File: config.mk
export PLATFORM = sky130hd
export DESIGN_NAME = xilly_multi_reset_flat
export DESIGN_NICKNAME = d
export VERILOG_FILES = /design/src/rtl/xilly_multi_reset_if.sv /design/src/rtl/xilly_multi_reset.sv /design/src/flat_wrapper.sv
export SDC_FILE = /design/constraint.sdc
export NUM_CORES = 1
export LEC_CHECK = 0
export CAP_MARGIN = 20
export CELL_PAD_IN_SITES_DETAIL_PLACEMENT = 0
export CELL_PAD_IN_SITES_GLOBAL_PLACEMENT = 1
export CORE_UTILIZATION = 43
export CTS_CLUSTER_DIAMETER = 150
export DETAILED_ROUTE_END_ITERATION = 7
export PLACE_DENSITY_LB_ADDON = 0.1
export SLEW_MARGIN = 10
export SYNTH_ARGS = -nofsm -noshare
export SYNTH_HDL_FRONTEND = slang
export SYNTH_SLANG_ARGS = --single-unit
File: constraint.sdc
create_clock -name clk -period 2 [get_ports clk]
set_input_delay 0.6 -clock clk [delete_from_list [all_inputs] [get_ports clk]]
set_output_delay 0.6 -clock clk [all_outputs]
set_load 0.005 [all_outputs]
File: src/rtl/xilly_multi_reset_if.sv
// Channel bundle between the Xillybus core's open lines and the per-stream reset generator.
interface xilly_multi_reset_if #(
    parameter int unsigned NCH = 4
);
    logic [NCH-1:0] xil_open;
    logic [NCH-1:0] reset_out;
    logic [NCH-1:0] reset_done;
    logic           reset_any;

    modport master (
        output xil_open,
        input  reset_out,
        input  reset_done,
        input  reset_any
    );

    modport slave (
        input  xil_open,
        output reset_out,
        output reset_done,
        output reset_any
    );
endinterface

File: src/rtl/xilly_multi_reset.sv
// Per-channel stretched, retriggerable reset pulse generator driven by Xillybus open lines.
// Optional hold-while-closed behaviour: define XILLY_MULTI_RESET_HOLD_EN.
module xilly_multi_reset #(
    parameter int unsigned NCH  = 4,
    parameter int unsigned LEN  = 16,
    parameter int unsigned MODE = 0
) (
    input  logic               clk,
    input  logic               rst,
    xilly_multi_reset_if.slave bus
);
    localparam int unsigned   CW       = $clog2(LEN + 1);
    localparam logic [CW-1:0] CNT_LOAD = CW'(LEN - 1);

    if (NCH == 0 || NCH > 32) begin : g_bad_nch
        $error("xilly_multi_reset: NCH must be 1..32");
    end
    if (LEN == 0 || LEN > 65535) begin : g_bad_len
        $error("xilly_multi_reset: LEN must be 1..65535");
    end
    if (MODE > 2) begin : g_bad_mode
        $error("xilly_multi_reset: MODE must be 0, 1 or 2");
    end

    logic [NCH-1:0] r_open_q;
    logic [NCH-1:0] r_active;
    logic [NCH-1:0] r_done;
    logic [CW-1:0]  r_cnt [NCH];

    logic [NCH-1:0] w_trig;
    logic [NCH-1:0] w_active_next;
    logic [CW-1:0]  w_cnt_next [NCH];

    // Trigger edge selection; "both" is simply any change of level.
    if (MODE == 0) begin : g_trig_fall
        assign w_trig = r_open_q & ~bus.xil_open;
    end else if (MODE == 1) begin : g_trig_rise
        assign w_trig = ~r_open_q & bus.xil_open;
    end else begin : g_trig_both
        assign w_trig = r_open_q ^ bus.xil_open;
    end

    // Next-state per channel; a trigger always wins over expiry so retriggers never drop the pulse.
    always_comb begin
        w_active_next = r_active;
        for (int i = 0; i < int'(NCH); i++) begin
            w_cnt_next[i] = r_cnt[i];
            if (w_trig[i]) begin
                w_active_next[i] = 1'b1;
                w_cnt_next[i]    = CNT_LOAD;
            end else if (r_active[i] && (r_cnt[i] != '0)) begin
                w_cnt_next[i] = r_cnt[i] - CW'(1);
            end else if (r_active[i]) begin
`ifdef XILLY_MULTI_RESET_HOLD_EN
                w_active_next[i] = ~r_open_q[i];
`else
                w_active_next[i] = 1'b0;
`endif
            end
        end
    end

    // Reset state is "pulse in progress" so every channel emits a power-on pulse.
    always_ff @(posedge clk or posedge rst) begin
        if (rst) begin
            r_open_q <= '0;
            r_active <= '1;
            r_done   <= '0;
            for (int i = 0; i < int'(NCH); i++) begin
                r_cnt[i] <= CNT_LOAD;
            end
        end else begin
            r_open_q <= bus.xil_open;
            r_active <= w_active_next;
            r_done   <= r_active & ~w_active_next;
            for (int i = 0; i < int'(NCH); i++) begin
                r_cnt[i] <= w_cnt_next[i];
            end
        end
    end

    assign bus.reset_out  = r_active;
    assign bus.reset_done = r_done;
    assign bus.reset_any  = |r_active;

endmodule

File: src/flat_wrapper.sv
// flat-port wrapper written by rule: the top's interface ports become plain ports
module xilly_multi_reset_flat 
#(
    parameter int unsigned NCH  = 4,
    parameter int unsigned LEN  = 16,
    parameter int unsigned MODE = 0
)
  (clk, rst, bus_xil_open, bus_reset_out, bus_reset_done, bus_reset_any);
  xilly_multi_reset_if #(.NCH(NCH)) bus_i ();
  input  logic clk;
  input  logic rst;
  input wire logic [$bits(bus_i.xil_open)-1:0] bus_xil_open;
  output wire logic [$bits(bus_i.reset_out)-1:0] bus_reset_out;
  output wire logic [$bits(bus_i.reset_done)-1:0] bus_reset_done;
  output wire logic [$bits(bus_i.reset_any)-1:0] bus_reset_any;
  assign bus_i.xil_open = bus_xil_open;
  assign bus_reset_out = bus_i.reset_out;
  assign bus_reset_done = bus_i.reset_done;
  assign bus_reset_any = bus_i.reset_any;
  xilly_multi_reset #(.NCH(NCH), .LEN(LEN), .MODE(MODE)) u_core (.clk(clk), .rst(rst), .bus(bus_i));
endmodule
==> impl_metrics.toml <==
[status]
status = "finished, final reports clean"

[layout]
antenna_cells = 0
fin_nets = 166
drive_gt1_share_pct = 21.0
final_common_cell = "dfstp_2"
final_cell_mix = "dfstp_2 (20), inv_1 (12), dfrtp_1 (12)"
area_delta_synth_final_pct = 18.5
multi_input_area_um2 = 551
layout.area.seq_um2 = 826
final_cell_area_mm2 = 0.00169
fillers = 304

[route]
routed_via_density = 5.30
totalWireLength_mm = 2.64
ant_nets = 0
wl_per_cell_um = 13.1
drt_iter0_markers = 79
drtPass1Iterations = 4
vias = 1066
drc = 0

[clock_network]
cts_tree = "done"
cts_max_path_buffers = 2
cts_max_level = 2
cts_hold_repair.buffers = 0
cts_made_buffers = 5
clkTransAtPathRegs_ns = 0.11
clkLatencyLatePin_ns = 0.33
cts_sinks = 32
cts-root-buf = "clkbuf_4"

[floorplanning]
dieArea_mm2 = 0.00356
core_area_mm2 = 0.00310
initial_core_util_pct = 46.1
ioPinCount = 15
fp.dieH_um = 59.7
die_x_um = 59.7
rows = 20

[yosys]
yosysWarnings = 0
synth_top_area_cell = "dfstp_2"
synth_area_leaders = "dfstp_2 (37%), dfrtp_1 (21%), nor4b_1 (3.7%), ha_1 (3.5%), inv_1 (3.1%)"
syn_inst = 132
synth.yosys.seq_area_share_pct = 57.7
syn_area_per_cell_um2 = 10.8
ys_seq_elements = 32
synth_nets = 142
synth_area_mm2 = 0.00143
synth.top_cell.area_share_pct = 36.7
synth_cell_types = 27

[power]
power.leakage_nw = 0.747
peakVddDrop_mv = 0.593
total_power_w = 0.00192
powerDensity_mw_per_mm2 = 1140

[global_route]
grt_max_degree = 33
met1_usage_pct = 22.6
gr-usage-met2_pct = 26.5
antenna_found_initial = 0
grt-busiest-layer = "met2"
grt-ovfl-total = 0
grt_usage_pct = 17.7
grt_pass1_wl_mm = 4.55
grt_pass1_vias = 1048
met3_usage_pct = 6.06

[hold_path]
hold_end = "u_core.r_cnt[2]"
worstHoldStart = "u_core.r_cnt[2]"
hold_class = "flip-flop to flip-flop"
hold_depth = 2

[critical_path]
crit_type = "flip-flop to output pin"
crit_start = "u_core.bus.reset_out[0]"
cp.arrival_ns = 1.37
endpoint_kind = "output pin"
reg2reg_slack_ns = 0.32
required_ns = 1.40
reg2reg_to = "u_core.r_cnt[3]"
critPathLaunchType = "flip-flop"
reg2reg_from = "u_core.r_cnt[0]"
cp_max_fo = 2
rr_worst_depth = 5

[timing]
finalClockSkew_ns = 0.0134
final_max_slew_viol_count = 0
hold_violations = 0
rsz0062_at_grt = "yes"
post-route-period-util_pct = 98.7
tightest_slew_ns = 0.430
min_period_ns = 1.97
hold_ws_ns = 0.518
finalSetupViolations = 0
slew_headroom_pct = 70.9
max_freq_ghz = 0.507

[run]
cap_viol_max_count = 0

[placement]
place_congestion = 0.870
placed_area_mm2 = 0.00165
port_buffers = 14
hpwl_mm = 1.83
sequential cells by signal (all words and copies together) (netlist names):
signal,cells
u_core.r_open_q,4
u_core.r_cnt,20
u_core.bus.reset_done,4
u_core.bus.reset_out,4
cell usage after synthesis:
master / instances
dfstp_2: 20
dfrtp_1: 12
inv_1: 12
nand2_1: 11
nand3_1: 7
a21oi_1: 6
nor4b_1: 6
o21ai_1: 6
nand2b_1: 5
o21ai_0: 5
a31oi_1: 4
and3_1: 4
ha_1: 4
nor2_1: 4
or4b_1: 4
a211oi_1: 3
nor2b_1: 3
nor3_1: 3
o311a_1: 3
o211ai_1: 2
o31ai_1: 2
and4_1: 1
buf_2: 1
clkbuf_1: 1
o311a_2: 1
or3_1: 1
or4_1: 1
worst max-delay path by stage:
stage,slack (ns),to,depth (start not counted)
after floorplan,0.47,bus_reset_any,2
after detailed placement,0.07,bus_reset_any,2
after global placement,0.07,bus_reset_any,2
after CTS,-0.09,bus_reset_any,2
after global routing,-0.01,bus_reset_any,2
final,0.03,bus_reset_any,2
critical path, stage by stage, from the launching register on:
cell,delay (ns)
dfstp_2,0.38
or4_1,0.52
clkbuf_2,0.13
what timing repair did:
item	CTS	global route
setup endpoints to repair	5	1
resized for setup	6	1
buffers inserted	0	0
metrics by stage:
step / setup slack [ns] / instances / TNS, ns / utilization [%]
detailed placement: 0.0675 / 193 / 0 / 53.3
global placement: 0.0725 / 193 / 0 / 53.3
floorplan: 0.469 / 132 / 0 / -
finish: 0.0266 / 201 / 0 / 54.6
CTS: -0.0870 / 201 / -0.0870 / 54.8
global route: -0.0113 / 201 / -0.0113 / 54.6
cell families (layout without fill, tap and decap cells):
kind of cell / Yosys count / in the layout / synth area share [%]
AND/OR/NAND/NOR: 50 / 50 / 20.7
adder cells (fa/ha/maj): 4 / 4 / 3.50
buffers and inverters: 14 / 39 / 3.76
AO/OA/AOI/OAI: 32 / 32 / 14.3
flip-flops: 32 / 32 / 57.7
layout make-up:
| class | count | area share (%) |
|---|---|---|
| inverter | 12 | 2.66 |
| sequential | 32 | 48.7 |
| multi-input combinational | 86 | 32.5 |
| tap | 44 | 3.25 |
| clock inverter | 1 | 0.295 |
| clock buffer | 7 | 2.66 |
| timing repair buffer | 19 | 9.90 |
layer usage:
layer | vias to the layer above | routed length (um)
met5 | - | 0
met4 | 0 | 36
met3 | 4 | 115
met2 | 22 | 1220
met1 | 512 | 1270
li1 | 528 | -
power by group:
group | switching (W) | internal (W)
Clock | 0.000220 | 0.000137
Combinational | 0.000240 | 0.000238
Sequential | 0.000167 | 0.000921
Total | 0.000627 | 0.00130
Note: power is estimated with default switching activity, not from simulation.
